### src/rtl/booth_mac_ctrl_if.sv
// Operand stream, multiplier link and result stream of booth_mac_ctrl.
// The slave modport is the controller's view; master is the surrounding logic's.
interface booth_mac_ctrl_if #(
    parameter int WIDTH = 16,
    parameter int ACC_W = 40,
    parameter int CNT_W = 8
);
    logic                 in_valid;
    logic                 in_ready;
    logic [WIDTH-1:0]     in_a;
    logic [WIDTH-1:0]     in_b;
    logic                 in_last;
    logic                 mul_start;
    logic [WIDTH-1:0]     mul_a;
    logic [WIDTH-1:0]     mul_b;
    logic [2*WIDTH-1:0]   mul_p;
    logic                 mul_rdy;
    logic                 out_valid;
    logic                 out_ready;
    logic [ACC_W-1:0]     out_acc;
    logic [CNT_W-1:0]     out_count;
    logic                 out_ovf;
    logic                 out_err;

    modport master (
        output in_valid, in_a, in_b, in_last, mul_p, mul_rdy, out_ready,
        input  in_ready, mul_start, mul_a, mul_b,
               out_valid, out_acc, out_count, out_ovf, out_err
    );

    modport slave (
        input  in_valid, in_a, in_b, in_last, mul_p, mul_rdy, out_ready,
        output in_ready, mul_start, mul_a, mul_b,
               out_valid, out_acc, out_count, out_ovf, out_err
    );
endinterface

### src/rtl/booth_mac_ctrl.sv
// Sequences signed operand pairs through the Booth multiplier and accumulates
// the products into a dot-product result with overflow and timeout flags.
//
// state    | meaning
// ---------+-------------------------------------------------------------
// S_IDLE   | ready for an operand pair
// S_LAUNCH | mul_start high for one cycle, multiplier is being restarted
// S_WAIT   | waiting for mul_rdy, timeout down-counter running
// S_OUT    | result presented until taken
module booth_mac_ctrl #(
    parameter int WIDTH   = 16,
    parameter int ACC_W   = 40,
    parameter int CNT_W   = 8,
    parameter int TIMEOUT = 63
) (
    input  logic              clk,
    input  logic              reset,
    booth_mac_ctrl_if.slave   bus
);
    localparam int TMR_W = (TIMEOUT > 1) ? $clog2(TIMEOUT) : 1;
    localparam logic [TMR_W-1:0] TMR_LOAD = TMR_W'(TIMEOUT - 1);

    typedef enum logic [1:0] {S_IDLE, S_LAUNCH, S_WAIT, S_OUT} state_t;

    state_t state_q, state_d;

    logic                     ready_q;
    logic                     mul_start_q;
    logic [WIDTH-1:0]         mul_a_q;
    logic [WIDTH-1:0]         mul_b_q;
    logic                     last_q;
    logic signed [ACC_W-1:0]  acc_q;
    logic [CNT_W-1:0]         cnt_q;
    logic                     ovf_q;
    logic                     err_q;
    logic [TMR_W-1:0]         tmr_q;

    logic accept, mac_en, tmo, clr;

    logic signed [2*WIDTH-1:0] prod_s;
    logic signed [ACC_W-1:0]   prod_ext;
    logic signed [ACC_W-1:0]   acc_sum;
    logic                      ovf_now;

    assign prod_s   = bus.mul_p;
    assign prod_ext = ACC_W'(prod_s);
    assign acc_sum  = acc_q + prod_ext;
    // Signed overflow: both addends share a sign that the sum does not.
    assign ovf_now  = (acc_q[ACC_W-1] == prod_ext[ACC_W-1]) &&
                      (acc_sum[ACC_W-1] != acc_q[ACC_W-1]);

    always_ff @(posedge clk or posedge reset) begin
        if (reset) begin
            state_q <= S_IDLE;
        end else begin
            state_q <= state_d;
        end
    end

    always_comb begin
        state_d = state_q;
        accept  = 1'b0;
        mac_en  = 1'b0;
        tmo     = 1'b0;
        clr     = 1'b0;
        case (state_q)
            S_IDLE: begin
                if (bus.in_valid && ready_q) begin
                    accept  = 1'b1;
                    state_d = S_LAUNCH;
                end
            end
            S_LAUNCH: begin
                state_d = S_WAIT;
            end
            S_WAIT: begin
                // A product arriving on the expiry edge still counts.
                if (bus.mul_rdy) begin
                    mac_en  = 1'b1;
                    state_d = last_q ? S_OUT : S_IDLE;
                end else if (tmr_q == '0) begin
                    tmo     = 1'b1;
                    state_d = S_OUT;
                end
            end
            S_OUT: begin
                if (bus.out_ready) begin
                    clr     = 1'b1;
                    state_d = S_IDLE;
                end
            end
            default: state_d = S_IDLE;
        endcase
    end

    always_ff @(posedge clk or posedge reset) begin
        if (reset) begin
            ready_q     <= 1'b0;
            mul_start_q <= 1'b0;
            mul_a_q     <= '0;
            mul_b_q     <= '0;
            last_q      <= 1'b0;
            acc_q       <= '0;
            cnt_q       <= '0;
            ovf_q       <= 1'b0;
            err_q       <= 1'b0;
            tmr_q       <= '0;
        end else begin
            ready_q     <= (state_d == S_IDLE);
            mul_start_q <= accept;
            if (accept) begin
                mul_a_q <= bus.in_a;
                mul_b_q <= bus.in_b;
                last_q  <= bus.in_last;
            end
            if (state_q == S_LAUNCH) begin
                tmr_q <= TMR_LOAD;
            end else if (state_q == S_WAIT && tmr_q != '0) begin
                tmr_q <= tmr_q - 1'b1;
            end
            if (mac_en) begin
                acc_q <= acc_sum;
                ovf_q <= ovf_q | ovf_now;
                if (cnt_q != '1) begin
                    cnt_q <= cnt_q + 1'b1;
                end
            end
            if (tmo) begin
                err_q <= 1'b1;
            end
            if (clr) begin
                acc_q <= '0;
                cnt_q <= '0;
                ovf_q <= 1'b0;
                err_q <= 1'b0;
            end
        end
    end

    assign bus.in_ready  = ready_q;
    assign bus.mul_start = mul_start_q;
    assign bus.mul_a     = mul_a_q;
    assign bus.mul_b     = mul_b_q;
    assign bus.out_valid = (state_q == S_OUT);
    assign bus.out_acc   = acc_q;
    assign bus.out_count = cnt_q;
    assign bus.out_ovf   = ovf_q;
    assign bus.out_err   = err_q;
endmodule

### src/flat_wrapper.sv
// flat-port wrapper written by rule: the top's interface ports become plain ports
module booth_mac_ctrl_flat 
#(
    parameter int WIDTH   = 16,
    parameter int ACC_W   = 40,
    parameter int CNT_W   = 8,
    parameter int TIMEOUT = 63
)
  (clk, reset, bus_in_valid, bus_in_a, bus_in_b, bus_in_last, bus_mul_p, bus_mul_rdy, bus_out_ready, bus_in_ready, bus_mul_start, bus_mul_a, bus_mul_b, bus_out_valid, bus_out_acc, bus_out_count, bus_out_ovf, bus_out_err);
  booth_mac_ctrl_if #(.WIDTH(WIDTH), .ACC_W(ACC_W), .CNT_W(CNT_W)) bus_i ();
  input  logic clk;
  input  logic reset;
  input wire logic [$bits(bus_i.in_valid)-1:0] bus_in_valid;
  input wire logic [$bits(bus_i.in_a)-1:0] bus_in_a;
  input wire logic [$bits(bus_i.in_b)-1:0] bus_in_b;
  input wire logic [$bits(bus_i.in_last)-1:0] bus_in_last;
  input wire logic [$bits(bus_i.mul_p)-1:0] bus_mul_p;
  input wire logic [$bits(bus_i.mul_rdy)-1:0] bus_mul_rdy;
  input wire logic [$bits(bus_i.out_ready)-1:0] bus_out_ready;
  output wire logic [$bits(bus_i.in_ready)-1:0] bus_in_ready;
  output wire logic [$bits(bus_i.mul_start)-1:0] bus_mul_start;
  output wire logic [$bits(bus_i.mul_a)-1:0] bus_mul_a;
  output wire logic [$bits(bus_i.mul_b)-1:0] bus_mul_b;
  output wire logic [$bits(bus_i.out_valid)-1:0] bus_out_valid;
  output wire logic [$bits(bus_i.out_acc)-1:0] bus_out_acc;
  output wire logic [$bits(bus_i.out_count)-1:0] bus_out_count;
  output wire logic [$bits(bus_i.out_ovf)-1:0] bus_out_ovf;
  output wire logic [$bits(bus_i.out_err)-1:0] bus_out_err;
  assign bus_i.in_valid = bus_in_valid;
  assign bus_i.in_a = bus_in_a;
  assign bus_i.in_b = bus_in_b;
  assign bus_i.in_last = bus_in_last;
  assign bus_i.mul_p = bus_mul_p;
  assign bus_i.mul_rdy = bus_mul_rdy;
  assign bus_i.out_ready = bus_out_ready;
  assign bus_in_ready = bus_i.in_ready;
  assign bus_mul_start = bus_i.mul_start;
  assign bus_mul_a = bus_i.mul_a;
  assign bus_mul_b = bus_i.mul_b;
  assign bus_out_valid = bus_i.out_valid;
  assign bus_out_acc = bus_i.out_acc;
  assign bus_out_count = bus_i.out_count;
  assign bus_out_ovf = bus_i.out_ovf;
  assign bus_out_err = bus_i.out_err;
  booth_mac_ctrl #(.WIDTH(WIDTH), .ACC_W(ACC_W), .CNT_W(CNT_W), .TIMEOUT(TIMEOUT)) u_core (.clk(clk), .reset(reset), .bus(bus_i));
endmodule
### config.mk
export PLATFORM = sky130hd
export DESIGN_NAME = booth_mac_ctrl_flat
export DESIGN_NICKNAME = d
export VERILOG_FILES = /design/src/rtl/booth_mac_ctrl_if.sv /design/src/rtl/booth_mac_ctrl.sv /design/src/flat_wrapper.sv
export SDC_FILE = /design/constraint.sdc
export NUM_CORES = 1
export LEC_CHECK = 0
export ABC_AREA = 1
export CAP_MARGIN = 10
export CORE_ASPECT_RATIO = 0.75
export CORE_MARGIN = 2
export CORE_UTILIZATION = 46
export DETAILED_ROUTE_END_ITERATION = 12
export DONT_BUFFER_PORTS = 1
export PLACE_DENSITY_LB_ADDON = 0.1
export SYNTH_ARGS = -nofsm -noshare
export SYNTH_HDL_FRONTEND = slang
export SYNTH_SLANG_ARGS = --single-unit
### constraint.sdc
create_clock -name clk -period 3.9 [get_ports clk]
set_clock_uncertainty 0.1 [all_clocks]
set_input_delay 0.78 -clock clk [delete_from_list [all_inputs] [get_ports clk]]
set_output_delay 0.78 -clock clk [all_outputs]
set_load 0.01 [all_outputs]
* Word-level counts from Yosys, hierarchy flattened
Cells that the tools add are included.
** Storage, ports and cells
- Flip-flop bits (word level) :: 93
- Word-level logic and storage cells :: 59
- Input bits :: 70
** Operators by class
- Bitwise logic cells :: 1
- Add/sub/neg operators :: 3
- Multiplexer cells :: 26
- Reduce and logical (&&, ||, !) cells :: 12
- Eq/ne operators :: 6
** Operators with widths (number)
- 2-to-1 mux 40 bit :: 2
- adder 40 x 32 -> 40 bit :: 1
- 2-to-1 mux 8 bit :: 3
- 2-to-1 mux 1 bit :: 13
- 2-to-1 mux 6 bit :: 2
- 2-to-1 mux 2 bit :: 5
- adder 8 x 1 -> 8 bit (second input constant) :: 1
- inequality test 8 bit (second input constant) :: 1
- case mux 2 bit (4 select lines) :: 1
- nonzero test 2 bit :: 4
- zero test 6 bit :: 1
- nonzero test 6 bit :: 1
- subtractor 6 x 1 -> 6 bit (second input constant) :: 1
- == test 2 bit (second input constant) :: 2
- zero test 2 bit :: 2
- logical AND 1 bit :: 3
- == test 2 x 1 -> 1 bit (second input constant) :: 1
- AND reduction 2 bit :: 1
- == test 1 bit :: 1
- inequality test 1 bit :: 1
- bitwise OR 1 bit :: 1

* Longest topological paths before layout
- Depth after elaboration :: 6
- Gate-level depth with buffers :: 14
- Depth with buffers taken out :: 14

* Worst setup path before layout
OpenSTA, ideal clock, no wires.
- Path kind :: input to register
- Start :: in bus_mul_p[0]
- End :: reg u_core.acc_q[24] (netlist: u_core.bus.out_acc[24])
- Data required time :: 3.734 ns
- Setup slack :: 1.525 ns
- Cell stages on the path :: 13
- Arrival :: 2.210 ns
- Path buffers :: 0
- Cells stage by stage :: ha_1 fa_1 nand3_1 nand2_1 nand2_1 nand3_2 nand2_1 nand2_2 nand2_1 nand2_1 a21oi_1 o21ai_1 nand2_1
** Between the ends
- Cells in the longest elaborated chain, start to end :: 3
** RTL lines
- start: declaration :: RTL line flat_wrapper.sv:17 : input wire logic [$bits(bus_i.mul_p)-1:0] bus_mul_p;
- adder 40 x 32 -> 40 bit :: RTL line booth_mac_ctrl.sv:47 : assign acc_sum = acc_q + prod_ext;
- 2-to-1 mux 40 bit :: RTL line booth_mac_ctrl.sv:121 : if (mac_en) begin
- 2-to-1 mux 40 bit :: RTL line booth_mac_ctrl.sv:131 : if (clr) begin
- end signal: assignment :: RTL line booth_mac_ctrl.sv:122 : acc_q <= acc_sum;
- end: declaration :: RTL line booth_mac_ctrl.sv:32 : logic signed [ACC_W-1:0] acc_q;
Every way passes these cells. The select of a mux whose other input is x is not followed.
A chain may end at the register's enable or synchronous reset.

* Final worst setup path
- Start :: reg u_core.acc_q[0] (netlist: u_core.bus.out_acc[0])
- End :: reg u_core.acc_q[18] (netlist: u_core.bus.out_acc[18])
** Between the ends
- Cells in the longest elaborated chain, start to end :: 3
** RTL lines (RTL line)
- adder 40 x 32 -> 40 bit :: booth_mac_ctrl.sv:47
- 2-to-1 mux 40 bit :: booth_mac_ctrl.sv:121
- 2-to-1 mux 40 bit :: booth_mac_ctrl.sv:131
Every way passes these cells. The select of a mux whose other input is x is not followed.

==> results.sh <==
export IMPL_synth_seq_cells=93
export IMPL_synthesis_area_um2=6620
export IMPL_antenna_left=0
export IMPL_cts_root_buf="clkbuf_16"
export IMPL_cts_tree="built"
export IMPL_p_int_w=0.00278
export IMPL_areaGrowthSynthToFinish_pct=7.64
export IMPL_netlist_area_leader_share_pct=35.2
export IMPL_slew_violations=0
export IMPL_cts_buffers_inserted=9
export IMPL_synthCells=958
export IMPL_leakagePower_nw=3.69
export IMPL_cts_resized=0
export IMPL_worstPathArrival_ns=2.73
export IMPL_post_cts_buffers=0
export IMPL_finalCoreUtilization_pct=51.3
export IMPL_dieArea_um2=15400
export IMPL_p_seq_share_pct=34.2
export IMPL_clkPwrFrac_pct=16.8
export IMPL_worst_path_buf_inv=1
export IMPL_yosys_warnings=0
export IMPL_maxCapViolCount=0
export IMPL_cp_max_fo=4
export IMPL_layout_commonest_cell="nand2_1"
export IMPL_cts_sinks=93
export IMPL_dr_total_vias=6188
export IMPL_comb_power_share_pct=49.0
export IMPL_nNetsFinal=1071
export IMPL_clk_latency_ns=0.36
export IMPL_cts_max_path_buffers=2
export IMPL_path_delay_family="simple AND/OR/NAND/NOR gates"
export IMPL_timing_setup_tns_ns=0
export IMPL_layout_common_cells="359 x nand2_1, 93 x dfrtp_1, 85 x nor2_1, 81 x inv_1, 58 x a21oi_1"
export IMPL_synth_async_reset_ratio_pct=100
export IMPL_die_h_um=108
export IMPL_place_ws_ns=1.09
export IMPL_cts_htree_levels=3
export IMPL_drc=0
export IMPL_synth_edff_count=0
export IMPL_grt_max_degree=44
export IMPL_synth_cell_type_count=46
export IMPL_max_freq_mhz=392
export IMPL_dr_pass1_iters=5
export IMPL_start_util_pct=47.6
export IMPL_wl_per_cell_um=17.0
export IMPL_worstHoldPathType="primary input to async pin"
export IMPL_holdWs_ns=0.252
export IMPL_crit_path_max_incr_delay_ns=0.49
export IMPL_end_kind="flop"
export IMPL_ys_flop_type="dfrtp_1"
export IMPL_p_sw_share_pct=50.5
export IMPL_power_switching_w=0.00284
export IMPL_portBuffers=0
export IMPL_wl_um=19400
export IMPL_avgSynthCellArea_um2=6.91
export IMPL_viasPerCell=5.43
export IMPL_finalCriticalPeriod_ns=2.55
export IMPL_globalplace_congestion=0.945
export IMPL_grt_total_usage_pct=26.0
export IMPL_grt_pass1_wl_um=30800
export IMPL_crit_required_ns=4.08
export IMPL_antenna_cells=0
export IMPL_tightest_slew_ns=0.968
export IMPL_grt_overflow=0
export IMPL_core_area_um2=13900
export IMPL_grt_pass1_vias=5732
export IMPL_rows=37
export IMPL_dp_hpwl_um=15300
export IMPL_critPathMostFrequentCell="nand2_1"
export IMPL_drt_initial_drc_count=509
export IMPL_clk_pin_slew_worst_paths_ns=0.08
export IMPL_dp_cells=1123
export IMPL_setup_ws_ns=1.35
export IMPL_antenna_found_initial=0
export IMPL_rsz0062_at_grt="no"
export IMPL_worstSetupStartpointType="flop"
export IMPL_syn_nets=1070
export IMPL_layout_drive_gt1_share_pct=9.75
export IMPL_synthTopCellsByArea="dfrtp_1 35%, nand2_1 20%, ha_1 7.8%"
export IMPL_synth_area_leader_cell="dfrtp_1"
export IMPL_seq_area_frac_synth_pct=35.2
export IMPL_finalSetupViolCount=0
export IMPL_post_route_period_util_pct=65.4
export IMPL_crit_chain="ha_1 > fa_1 > nand3_1 > nor2_1 > nor2_2 > inv_2 > nand2_1 > nand2_1 > nand2_1 > nand2_1 > nand2_1 > nand2_1 > o21ai_1"
export IMPL_path_class="flop to flop"
export IMPL_peakVddDrop_v=0.000380
export IMPL_relSlewSlack_pct=35.4
export IMPL_hold_viol=0
export IMPL_power_density_nw_per_um2=789
export IMPL_dieWidth_um=142
export IMPL_instances_no_fill=1139
export IMPL_io_pins=155
export IMPL_run_status="complete, no violations"
export IMPL_postCtsHoldBufs=0
export IMPL_slowest_stage="fa_1"
==> final timing paths <==
kind,from,to,slack [ns],cells past startpoint
max in group asynchronous,reset,u_core.bus.mul_a[11],2.67,2
max,u_core.bus.out_acc[0],u_core.bus.out_acc[18],1.35,13
min reg2reg,u_core.tmr_q[5],u_core.tmr_q[5],0.38,1
min,reset,u_core.bus.mul_a[10],0.25,1
max reg2reg,u_core.bus.out_acc[0],u_core.bus.out_acc[18],1.35,13
min in group clk,u_core.tmr_q[5],u_core.tmr_q[5],0.38,1
==> cell usage after synthesis (7+ instances only) <==
cell,n
nand2_1,359
nor2_2,9
nor3_1,8
a21oi_1,58
o21ai_1,22
nand4_1,13
dfrtp_1,93
nand2_4,7
nand2_2,15
inv_2,11
nor2_1,85
clkbuf_1,10
inv_1,82
ha_1,41
nand3_1,39
o21ai_0,37
==> power groups by stage <==
stage / Sequential (W) / Clock [W] / Combinational [W]
2_1_floorplan: 0.00180 / 0 / 0.00210
3_3_place_gp: 0.00194 / 0 / 0.00270
3_5_place_dp: 0.00194 / 0 / 0.00272
4_1_cts: 0.00193 / 0.000971 / 0.00272
5_1_grt: 0.00198 / 0.00101 / 0.00312
6_report: 0.00192 / 0.000943 / 0.00275
==> kinds of logic after synthesis <==
family,count (synthesis),share of synthesized area (%)
AO/OA/AOI/OAI,146,12.6
XOR/XNOR,3,0.397
adder cells (fa/ha/maj),42,8.06
buffers and inverters,109,6.32
flip-flops,93,35.2
AND/OR/NAND/NOR,565,37.5
==> registers in the layout, summed over array words and instances (netlist names), 2 cells and up <==
signal and cells:
u_core.tmr_q 6, u_core.bus.mul_a 16, u_core.bus.out_count 8, u_core.bus.mul_b 16, u_core.state_q 2, u_core.bus.out_acc 40
==> worst reg2reg max path, delay by kind of cell (launching register included) <==
| kind | cells | cell delay, ns |
|---|---|---|
| AO/OA/AOI/OAI | 1 | 0.14 |
| adder cells (fa/ha/maj) | 2 | 0.77 |
| buffers and inverters | 1 | 0.07 |
| AND/OR/NAND/NOR | 9 | 0.97 |
| flip-flops | 1 | 0.43 |
==> stage by stage <==
stage / instance area [µm²] / total power, W
6_report: 7120 / 0.00562
4_1_cts: 7120 / 0.00562
3_5_place_dp: 6810 / 0.00465
5_1_grt: 7120 / 0.00611
2_1_floorplan: 6620 / 0.00390
3_3_place_gp: 6810 / 0.00465
==> per-layer routing <==
metal	part of all wire [%]	GRT usage, %
met2	40	36.7
met1	48	38.6
met5	0	0
met4	0.87	4.67
met3	11	8.76
==> final cells by class <==
| class | count | area (µm²) |
|---|---|---|
| tap | 175 | 219 |
| fill | 1417 | 6770 |
| timing repair buffer | 3 | 22.5 |
| clock inverter | 6 | 68.8 |
| clock buffer | 10 | 239 |
| inverter | 96 | 368 |
| sequential | 93 | 2330 |
| multi-input combinational | 756 | 3880 |
Power figures use the tool's default switching activity.
